==> src/rtl/omsp_spi_arb.sv <==
`default_nettype none
// omsp_spi_arb: two-requester round-robin front end for an openMSP430 SPI peripheral
// (config write, data write, wait for done, RX read, response).  Rev 1.0
module omsp_spi_arb #(
  parameter logic [13:0] CFG_ADDR  = 14'h0049,
  parameter logic [13:0] DATA_ADDR = 14'h0048,
  parameter int unsigned TIMEOUT   = 1023
) (
  input  logic        mclk,
  input  logic        puc_rst,
  input  logic        r0_req,
  input  logic [7:0]  r0_cfg,
  input  logic [7:0]  r0_txd,
  output logic        r0_ack,
  output logic [7:0]  r0_rxd,
  output logic        r0_err,
  input  logic        r1_req,
  input  logic [7:0]  r1_cfg,
  input  logic [7:0]  r1_txd,
  output logic        r1_ack,
  output logic [7:0]  r1_rxd,
  output logic        r1_err,
  output logic [13:0] per_addr,
  output logic [15:0] per_din,
  output logic        per_en,
  output logic [1:0]  per_we,
  input  logic [15:0] per_dout,
  input  logic        spi_irq_tx_done,
  output logic [1:0]  spi_cs_n,
  output logic        busy
);

  localparam int CNT_W = (TIMEOUT < 2) ? 1 : $clog2(TIMEOUT + 1);
  localparam logic [CNT_W-1:0] CNT_LAST = CNT_W'(TIMEOUT - 1);

  typedef enum logic [2:0] {
    S_IDLE      = 3'd0,
    S_WR_CFG    = 3'd1,
    S_WR_DATA   = 3'd2,
    S_WAIT_DONE = 3'd3,
    S_RD_DATA   = 3'd4,
    S_RESP      = 3'd5
  } state_t;

  state_t           state_q;
  logic             prio_q;
  logic             win_q;
  logic [7:0]       txd_q;
  logic [CNT_W-1:0] cnt_q;
  logic             per_en_q;
  logic [1:0]       per_we_q;
  logic [13:0]      per_addr_q;
  logic [15:0]      per_din_q;
  logic [1:0]       cs_n_q;
  logic [1:0]       ack_q;
  logic [1:0]       err_q;
  logic [7:0]       rxd0_q;
  logic [7:0]       rxd1_q;
  logic             win_d;
  logic             unused_dout_hi;

  // Contention goes to the priority holder; a lone requester always wins.
  always_comb begin
    win_d = r1_req;
    if (r0_req && r1_req) begin
      win_d = prio_q;
    end
  end

  always_ff @(posedge mclk) begin
    if (puc_rst) begin
      state_q    <= S_IDLE;
      prio_q     <= 1'b0;
      win_q      <= 1'b0;
      txd_q      <= 8'h00;
      cnt_q      <= '0;
      per_en_q   <= 1'b0;
      per_we_q   <= 2'b00;
      per_addr_q <= 14'h0000;
      per_din_q  <= 16'h0000;
      cs_n_q     <= 2'b11;
      ack_q      <= 2'b00;
      err_q      <= 2'b00;
      rxd0_q     <= 8'h00;
      rxd1_q     <= 8'h00;
    end else begin
      ack_q      <= 2'b00;
      per_en_q   <= 1'b0;
      per_we_q   <= 2'b00;
      per_addr_q <= 14'h0000;
      per_din_q  <= 16'h0000;
      case (state_q)
        S_IDLE: begin
          if (r0_req || r1_req) begin
            win_q      <= win_d;
            txd_q      <= win_d ? r1_txd : r0_txd;
            cs_n_q     <= win_d ? 2'b01 : 2'b10;
            per_en_q   <= 1'b1;
            per_we_q   <= 2'b01;
            per_addr_q <= CFG_ADDR;
            per_din_q  <= {8'h00, (win_d ? r1_cfg : r0_cfg)};
            state_q    <= S_WR_CFG;
          end
        end
        S_WR_CFG: begin
          per_en_q   <= 1'b1;
          per_we_q   <= 2'b01;
          per_addr_q <= DATA_ADDR;
          per_din_q  <= {8'h00, txd_q};
          state_q    <= S_WR_DATA;
        end
        S_WR_DATA: begin
          cnt_q   <= '0;
          state_q <= S_WAIT_DONE;
        end
        S_WAIT_DONE: begin
          // Done is checked first so it beats a simultaneous timeout.
          if (spi_irq_tx_done) begin
            per_en_q   <= 1'b1;
            per_addr_q <= DATA_ADDR;
            state_q    <= S_RD_DATA;
          end else if (cnt_q == CNT_LAST) begin
            ack_q[win_q] <= 1'b1;
            err_q[win_q] <= 1'b1;
            if (win_q) rxd1_q <= 8'h00;
            else       rxd0_q <= 8'h00;
            state_q <= S_RESP;
          end else begin
            cnt_q <= cnt_q + 1'b1;
          end
        end
        S_RD_DATA: begin
          ack_q[win_q] <= 1'b1;
          err_q[win_q] <= 1'b0;
          if (win_q) rxd1_q <= per_dout[7:0];
          else       rxd0_q <= per_dout[7:0];
          state_q <= S_RESP;
        end
        S_RESP: begin
          cs_n_q  <= 2'b11;
          prio_q  <= ~win_q;
          state_q <= S_IDLE;
        end
        default: begin
          cs_n_q  <= 2'b11;
          state_q <= S_IDLE;
        end
      endcase
    end
  end

  assign unused_dout_hi = ^per_dout[15:8];

  assign r0_ack   = ack_q[0];
  assign r1_ack   = ack_q[1];
  assign r0_err   = err_q[0];
  assign r1_err   = err_q[1];
  assign r0_rxd   = rxd0_q;
  assign r1_rxd   = rxd1_q;
  assign per_en   = per_en_q;
  assign per_we   = per_we_q;
  assign per_addr = per_addr_q;
  assign per_din  = per_din_q;
  assign spi_cs_n = cs_n_q;
  assign busy     = (state_q != S_IDLE);

endmodule
`default_nettype wire

==> config.mk <==
export PLATFORM = sky130hd
export DESIGN_NAME = omsp_spi_arb
export DESIGN_NICKNAME = d
export VERILOG_FILES = /design/src/rtl/omsp_spi_arb.sv
export SDC_FILE = /design/constraint.sdc
export NUM_CORES = 1
export LEC_CHECK = 0
export ABC_AREA = 1
export BUFFER_PORTS_ARGS = -buffer_cell sky130_fd_sc_hd__buf_2
export CORE_UTILIZATION = 48
export DETAILED_ROUTE_END_ITERATION = 10
export PLACE_DENSITY = 0.8
export SYNTH_ARGS = -nofsm -noshare
export SYNTH_HDL_FRONTEND = slang
export SYNTH_SLANG_ARGS = --single-unit
==> constraint.sdc <==
create_clock -name mclk -period 1.7 [get_ports mclk]
set_clock_uncertainty 0.1 [all_clocks]
set_input_delay 0.34 -clock mclk [delete_from_list [all_inputs] [get_ports mclk]]
set_output_delay 0.34 -clock mclk [all_outputs]
set_load 0.05 [all_outputs]
==> results of run 1 <==
cells in the final DEF, fill, tap and decap left out, types with 2 or more instances in the layout:
cell      instances
buf_2            80
nand2_1          71
a21oi_1          52
dfxtp_1          52
nor2_1           48
inv_1            29
o21ai_0          26
conb_1           20
nand4_1          19
buf_4            14
nand3_1          11
clkbuf_8          5
dfxtp_2           4
inv_2             3
nand2_2           3
nor2_2            2
nand3_2           2
nor3_1            2
ha_1              2
path summary, 6_finish.rpt:
check,startpoint,endpoint,cells after the start
worst max-delay path,state_q[2],busy,3
worst min register to register,flop,flop,2
worst max register to register,cnt_q[0],r0_rxd[2],9
worst min-delay path,r0_txd[3],txd_q[3],3
routing by layer:
metal  share of wire, %  wire length, um  global-route usage (%)
met1                 45             2870                    26.2
met2                 46             2940                    37.1
met3                7.0              442                    5.60
met4                1.5               97                    7.31
met5                  0                0                       0
power by group through the flow:
stage               combinational (mW)  sequential [mW]  clock, mW
floorplan                        0.623             1.69          0
global placement                 0.989             1.52          0
detailed placement                1.00             1.52          0
CTS                               1.01             1.49      0.893
global route                      1.12             1.51      0.954
finish                            1.03             1.50      0.879
state kept, by name, indices dropped and copies added (netlist names), 2 cells and up, named ones only:
name / count
r0_rxd: 8
state_q: 3
ack_q: 2
per_addr: 2
r1_rxd: 8
txd_q: 8
spi_cs_n: 2
per_din: 8
cnt_q: 10
stage by stage:
stage / std cells / utilization, % / TNS [ps] / setup slack (ps)
final: 534 / 62.4 / 0 / 47.0
after global routing: 534 / 62.4 / -103 / -26.1
after CTS: 534 / 61.8 / 0 / 0.816
after detailed placement: 526 / 59.7 / 0 / 8.82
after global placement: 526 / 59.7 / 0 / 59.3
after floorplan: 397 / - / 0 / 110
critical path, delay by kind of cell, from the launching register on:
family | cells | cell delay [ps]
DFF | 1 | 440
buffers and inverters | 2 | 380
and+or+nand+nor | 1 | 90
kinds of logic after synthesis:
group	synth area share (%)
buffers and inverters	13.5
other	0.140
DFF	41.7
adders and majority gates	0.931
AOI/OAI and AO/OA	16.1
xor gates and xnor gates	0.326
and+or+nand+nor	27.3
area by class of cell:
type                            count  share of cell area, %
Inverter                           34                   3.98
Sequential cell                    56                   34.5
Tap cell                           70                   2.68
Timing Repair Buffer               95                   15.8
Clock buffer                        6                   2.22
Multi-Input combinational cell    271                   39.6
Clock inverter                      2                   1.19
==> flow_metrics.py, run 1 <==
metrics = {
    "synth": {
        "synth_area_per_cell_sq_um": 7.11,
        "synth_top_area_share_pct": 41.7,
        "yosysUniqueCellTypes": 30,
        "syn_inst": 378,
        "synth.cell_area_sq_um": 2690,
        "ys_ff_latch": 56,
        "synth_common_cells": "nand2_1, dfxtp_1, a21oi_1, nor2_1, inv_1",
        "ys_async_sr_fraction_pct": 0,
        "synth_largest_area_cell": "dfxtp_1",
        "yosysWarnings": 0,
        "netlist_top_cells_area": "dfxtp_1, nand2_1, a21oi_1",
        "synth-edff-count": 0,
        "ys.flop_type": "dfxtp_1",
        "yosysSeqAreaShare_pct": 41.7,
        "synth_most_common_cell": "nand2_1",
    },
    "power_and_ir_drop": {
        "ir_drop_uv": 620,
        "pwr-share-comb_pct": 30.2,
        "p_int_mw": 2.15,
        "p_leak_nw": 1.50,
        "p_clk_share_pct": 25.8,
        "swShare_pct": 37.0,
        "switchingPower_mw": 1.26,
        "seq_power_share_pct": 44.0,
        "powerDensity_nw_per_um2": 1040,
        "p_total_mw": 3.41,
    },
    "die": {
        "dieArea_sq_um": 5900,
        "io_pins": 109,
        "die_x_um": 76.8,
        "chipHeight_um": 76.8,
        "coreArea_sq_um": 5240,
        "start_util_pct": 51.3,
        "rows": 26,
    },
    "place": {
        "place_hpwl_um": 4510,
        "placed_area_sq_um": 3130,
        "io_buffers": 80,
        "gp_congestion": 0.850,
    },
    "route": {
        "vias_per_cell": 5.08,
        "ant_nets": 0,
        "drc": 0,
        "drtPass1Iterations": 4,
        "num_vias": 2714,
        "routedWlPerCell_um": 11.9,
        "finalWirelength_um": 6350,
        "drt_iter0_markers": 126,
    },
    "layout": {
        "diodes": 0,
        "area_growth_pct": 21.6,
        "fillers": 498,
        "area.sequential_sq_um": 1130,
        "nets": 518,
        "fin_area_sq_um": 3270,
        "multi_input_area_sq_um": 1290,
        "drive_above_1_share_pct": 26.5,
    },
    "clock_tree": {
        "hold_buffers": 0,
        "cts_tree": "yes",
        "cts_setup_buffers": 0,
        "ctsHtreeMaxLevel": 2,
        "cts_buffer_depth": 2,
        "clk_pin_slew_worst_paths_ps": 100,
        "root_buffer": "clkbuf_8",
        "clkLatencyLatePin_ps": 310,
        "cts_resized": 0,
        "cts_buffers": 5,
        "cts_sinks": 56,
    },
    "sta": {
        "max_freq_mhz": 605,
        "relSlewSlack_pct": 65.8,
        "setup_viol": 0,
        "post-route-period-util_pct": 97.2,
        "final-hold-violation-count": 0,
        "finalMaxSlewViolations": 0,
        "whs_ps": 171,
        "worstMarginPinSlew_ps": 513,
        "fin_crit_ps": 1650,
        "rsz0062_at_grt": "true",
    },
    "global_routing": {
        "grt_pass1_wl_um": 10400,
        "grt_max_degree": 39,
        "grt_pass1_vias": 2435,
        "antenna_found_initial": 0,
        "overflow": 0,
        "grtUsageTotal_pct": 21.7,
    },
    "setup_path": {
        "crit_type": "flop to primary output",
        "crit_fanout": 5,
        "startpoint_type": "flop",
        "crit_required_ps": 1260,
        "crit_path_top_delay_cell": "dfxtp_1",
        "endpoint_kind": "primary output",
        "worstPathArrival_ps": 1210,
        "crit_path_max_incr_delay_ps": 440,
        "rrSetupSlack_ps": 110,
        "path_cells": "inv_2 > nand2_2 > buf_2",
    },
    "run": {
        "drv_cap": 0,
    },
    "outcome": {
        "status": "completed",
    },
    "min_path": {
        "min_path_type": "input pin to flop",
    },
}
Power figures use the tool's default switching activity.
==> inputs of run 2 (changes only) <==
--- a/config.mk
+++ b/config.mk
@@ -7,9 +7,12 @@
 export LEC_CHECK = 0
 export ABC_AREA = 1
 export BUFFER_PORTS_ARGS = -buffer_cell sky130_fd_sc_hd__buf_2
-export CORE_UTILIZATION = 48
+export CELL_PAD_IN_SITES_DETAIL_PLACEMENT = 0
+export CELL_PAD_IN_SITES_GLOBAL_PLACEMENT = 1
+export CORE_UTILIZATION = 33
 export DETAILED_ROUTE_END_ITERATION = 10
-export PLACE_DENSITY = 0.8
+export GPL_TIMING_DRIVEN = 0
+export PLACE_DENSITY_LB_ADDON = 0.1
 export SYNTH_ARGS = -nofsm -noshare
 export SYNTH_HDL_FRONTEND = slang
 export SYNTH_SLANG_ARGS = --single-unit
==> flow_metrics.py, run 2 (synthesized netlist as in run 1, its figures left out) <==
metrics = {
    "clock_tree": {
        "ctsHtreeMaxLevel": 2,
        "cts_tree": "yes",
        "clk_pin_slew_worst_paths_ps": 110,
        "cts_buffer_depth": 2,
        "hold_buffers": 0,
        "root_buffer": "clkbuf_8",
        "clkLatencyLatePin_ps": 310,
        "cts_sinks": 56,
        "cts_buffers": 5,
    },
    "sta": {
        "fin_crit_ps": 1630,
        "finalWorstSetupSlack_ps": 68.9,
        "final-hold-violation-count": 0,
        "whs_ps": 158,
        "relSlewSlack_pct": 62.4,
        "finalMaxSlewViolations": 0,
        "worstMarginPinSlew_ps": 563,
        "max_freq_mhz": 613,
        "setup_viol": 0,
        "post-route-period-util_pct": 95.9,
        "fin_setup_tns_ps": 0,
    },
    "setup_path": {
        "cp_num_buf_inv": 2,
        "endpoint_kind": "flop",
        "startpoint_type": "flop",
        "reg2reg_to": "r1_rxd[6]",
        "path_delay_family": "simple AND/OR/NAND/NOR gates",
        "worstPathArrival_ps": 1770,
        "crit_type": "flop to flop",
        "rr_worst_depth": 9,
        "crit_fanout": 6,
        "crit_path_top_delay_cell": "dfxtp_2",
        "rrSetupSlack_ps": 70,
        "reg2reg_from": "cnt_q[1]",
        "crit_required_ps": 1840,
        "crit_path_max_incr_delay_ps": 400,
        "path_cells": "ha_4 > nand3_2 > nor2_2 > nand2_2 > nand2_4 > buf_8 > buf_4 > nand4_1 > a21oi_1",
    },
    "layout": {
        "largest_register": "cnt_q",
        "finalNonFillerCells": 603,
        "diodes": 0,
        "largest_register_ffs": 10,
        "drive_above_1_share_pct": 33.5,
        "post-route-util_pct": 47.1,
        "fillers": 828,
        "layout_common_cells": "buf_2, nand2_1, a21oi_1, dfxtp_1, nor2_1",
        "final_common_cell": "buf_2",
        "area_growth_pct": 36.7,
        "fin_area_sq_um": 3670,
        "multi_input_area_sq_um": 1400,
        "area.sequential_sq_um": 1130,
        "nets": 555,
    },
    "die": {
        "coreArea_sq_um": 7810,
        "rows": 32,
        "start_util_pct": 34.4,
        "io_pins": 109,
        "die_x_um": 92.2,
        "chipHeight_um": 92.2,
        "dieArea_sq_um": 8510,
    },
    "min_path": {
        "hold_path_depth": 3,
        "hold_path_end": "txd_q[1]",
        "holdCritStartpoint": "r0_txd[1]",
        "min_path_type": "input pin to flop",
    },
    "global_routing": {
        "grtUsageTotal_pct": 17.9,
        "overflow": 0,
        "grt_pass1_wl_um": 11800,
        "grt_max_degree": 18,
        "grt_pass1_vias": 2457,
        "antenna_found_initial": 0,
    },
    "power_and_ir_drop": {
        "p_leak_nw": 1.68,
        "powerDensity_nw_per_um2": 976,
        "p_total_mw": 3.58,
        "ir_drop_uv": 400,
    },
    "route": {
        "num_vias": 2755,
        "routedWlPerCell_um": 12.4,
        "drt_iter0_markers": 109,
        "finalWirelength_um": 7490,
        "ant_nets": 0,
        "drc": 0,
        "vias_per_cell": 4.57,
        "drtPass1Iterations": 4,
    },
    "place": {
        "placed_cells": 579,
        "dp_slack_ps": -207,
        "placed_area_sq_um": 3290,
        "place_hpwl_um": 5290,
        "io_buffers": 80,
        "gp_congestion": 0.745,
    },
    "outcome": {
        "status": "completed",
    },
    "run": {
        "drv_cap": 0,
    },
}
[run 2: what timing repair did]
action / 4_1_cts / 5_1_grt
pin swaps: 0 / 13
resized for setup: 10 / 36
setup buffers: 2 / 10
gates cloned: 0 / 4
endpoints found under the setup margin: 36 / 41
endpoints found under the hold margin: 0 / 0
[run 2: layout make-up]
| class | count | area share, % |
|---|---|---|
| clock inverters | 2 | 1.06 |
| repair buffers | 94 | 14.3 |
| clock buffers | 6 | 1.97 |
| plain buffers | 36 | 6.78 |
| well taps | 102 | 3.47 |
| inverters | 34 | 3.54 |
| multi-input cells | 273 | 38.2 |
| flip-flops and latches | 56 | 30.7 |
[run 2: worst register-to-register path, delay by kind of cell, from the launching register on]
family	cells	cell delay (ps)
AO/OA/AOI/OAI	1	170
adder cells (fa/ha/maj)	1	150
buffers and inverters	2	260
flip-flops	1	400
AND/OR/NAND/NOR	5	490
[run 2: where the power goes]
group / internal (mW) / total [mW] / leakage (nW) / switching (mW)
clock network: 0.446 / 0.902 / 0.0558 / 0.456
registers: 1.43 / 1.50 / 0.459 / 0.0752
logic: 0.368 / 1.18 / 1.16 / 0.812
[run 2: how the worst max path moves through the flow]
stage	from	endpoint	slack, ps	cells after the start
finish	cnt_q[1]	r1_rxd[6]	70	9
global route	cnt_q[2]	cnt_q[5]	-50	8
CTS	cnt_q[0]	r0_rxd[4]	-20	10
detailed placement	r0_req	spi_cs_n[1]	-210	8
global placement	r0_req	spi_cs_n[1]	-210	8
floorplan	state_q[0]	txd_q[0]	110	7
[run 2: metal layers]
layer / wire (um) / GRT usage (%) / vias to the layer above
met5: 0 / 0 / -
met4: 52 / 4.17 / 0
met3: 383 / 4.31 / 4
met2: 3480 / 29.5 / 76
met1: 3580 / 23.4 / 1227
li1: - / - / 1448
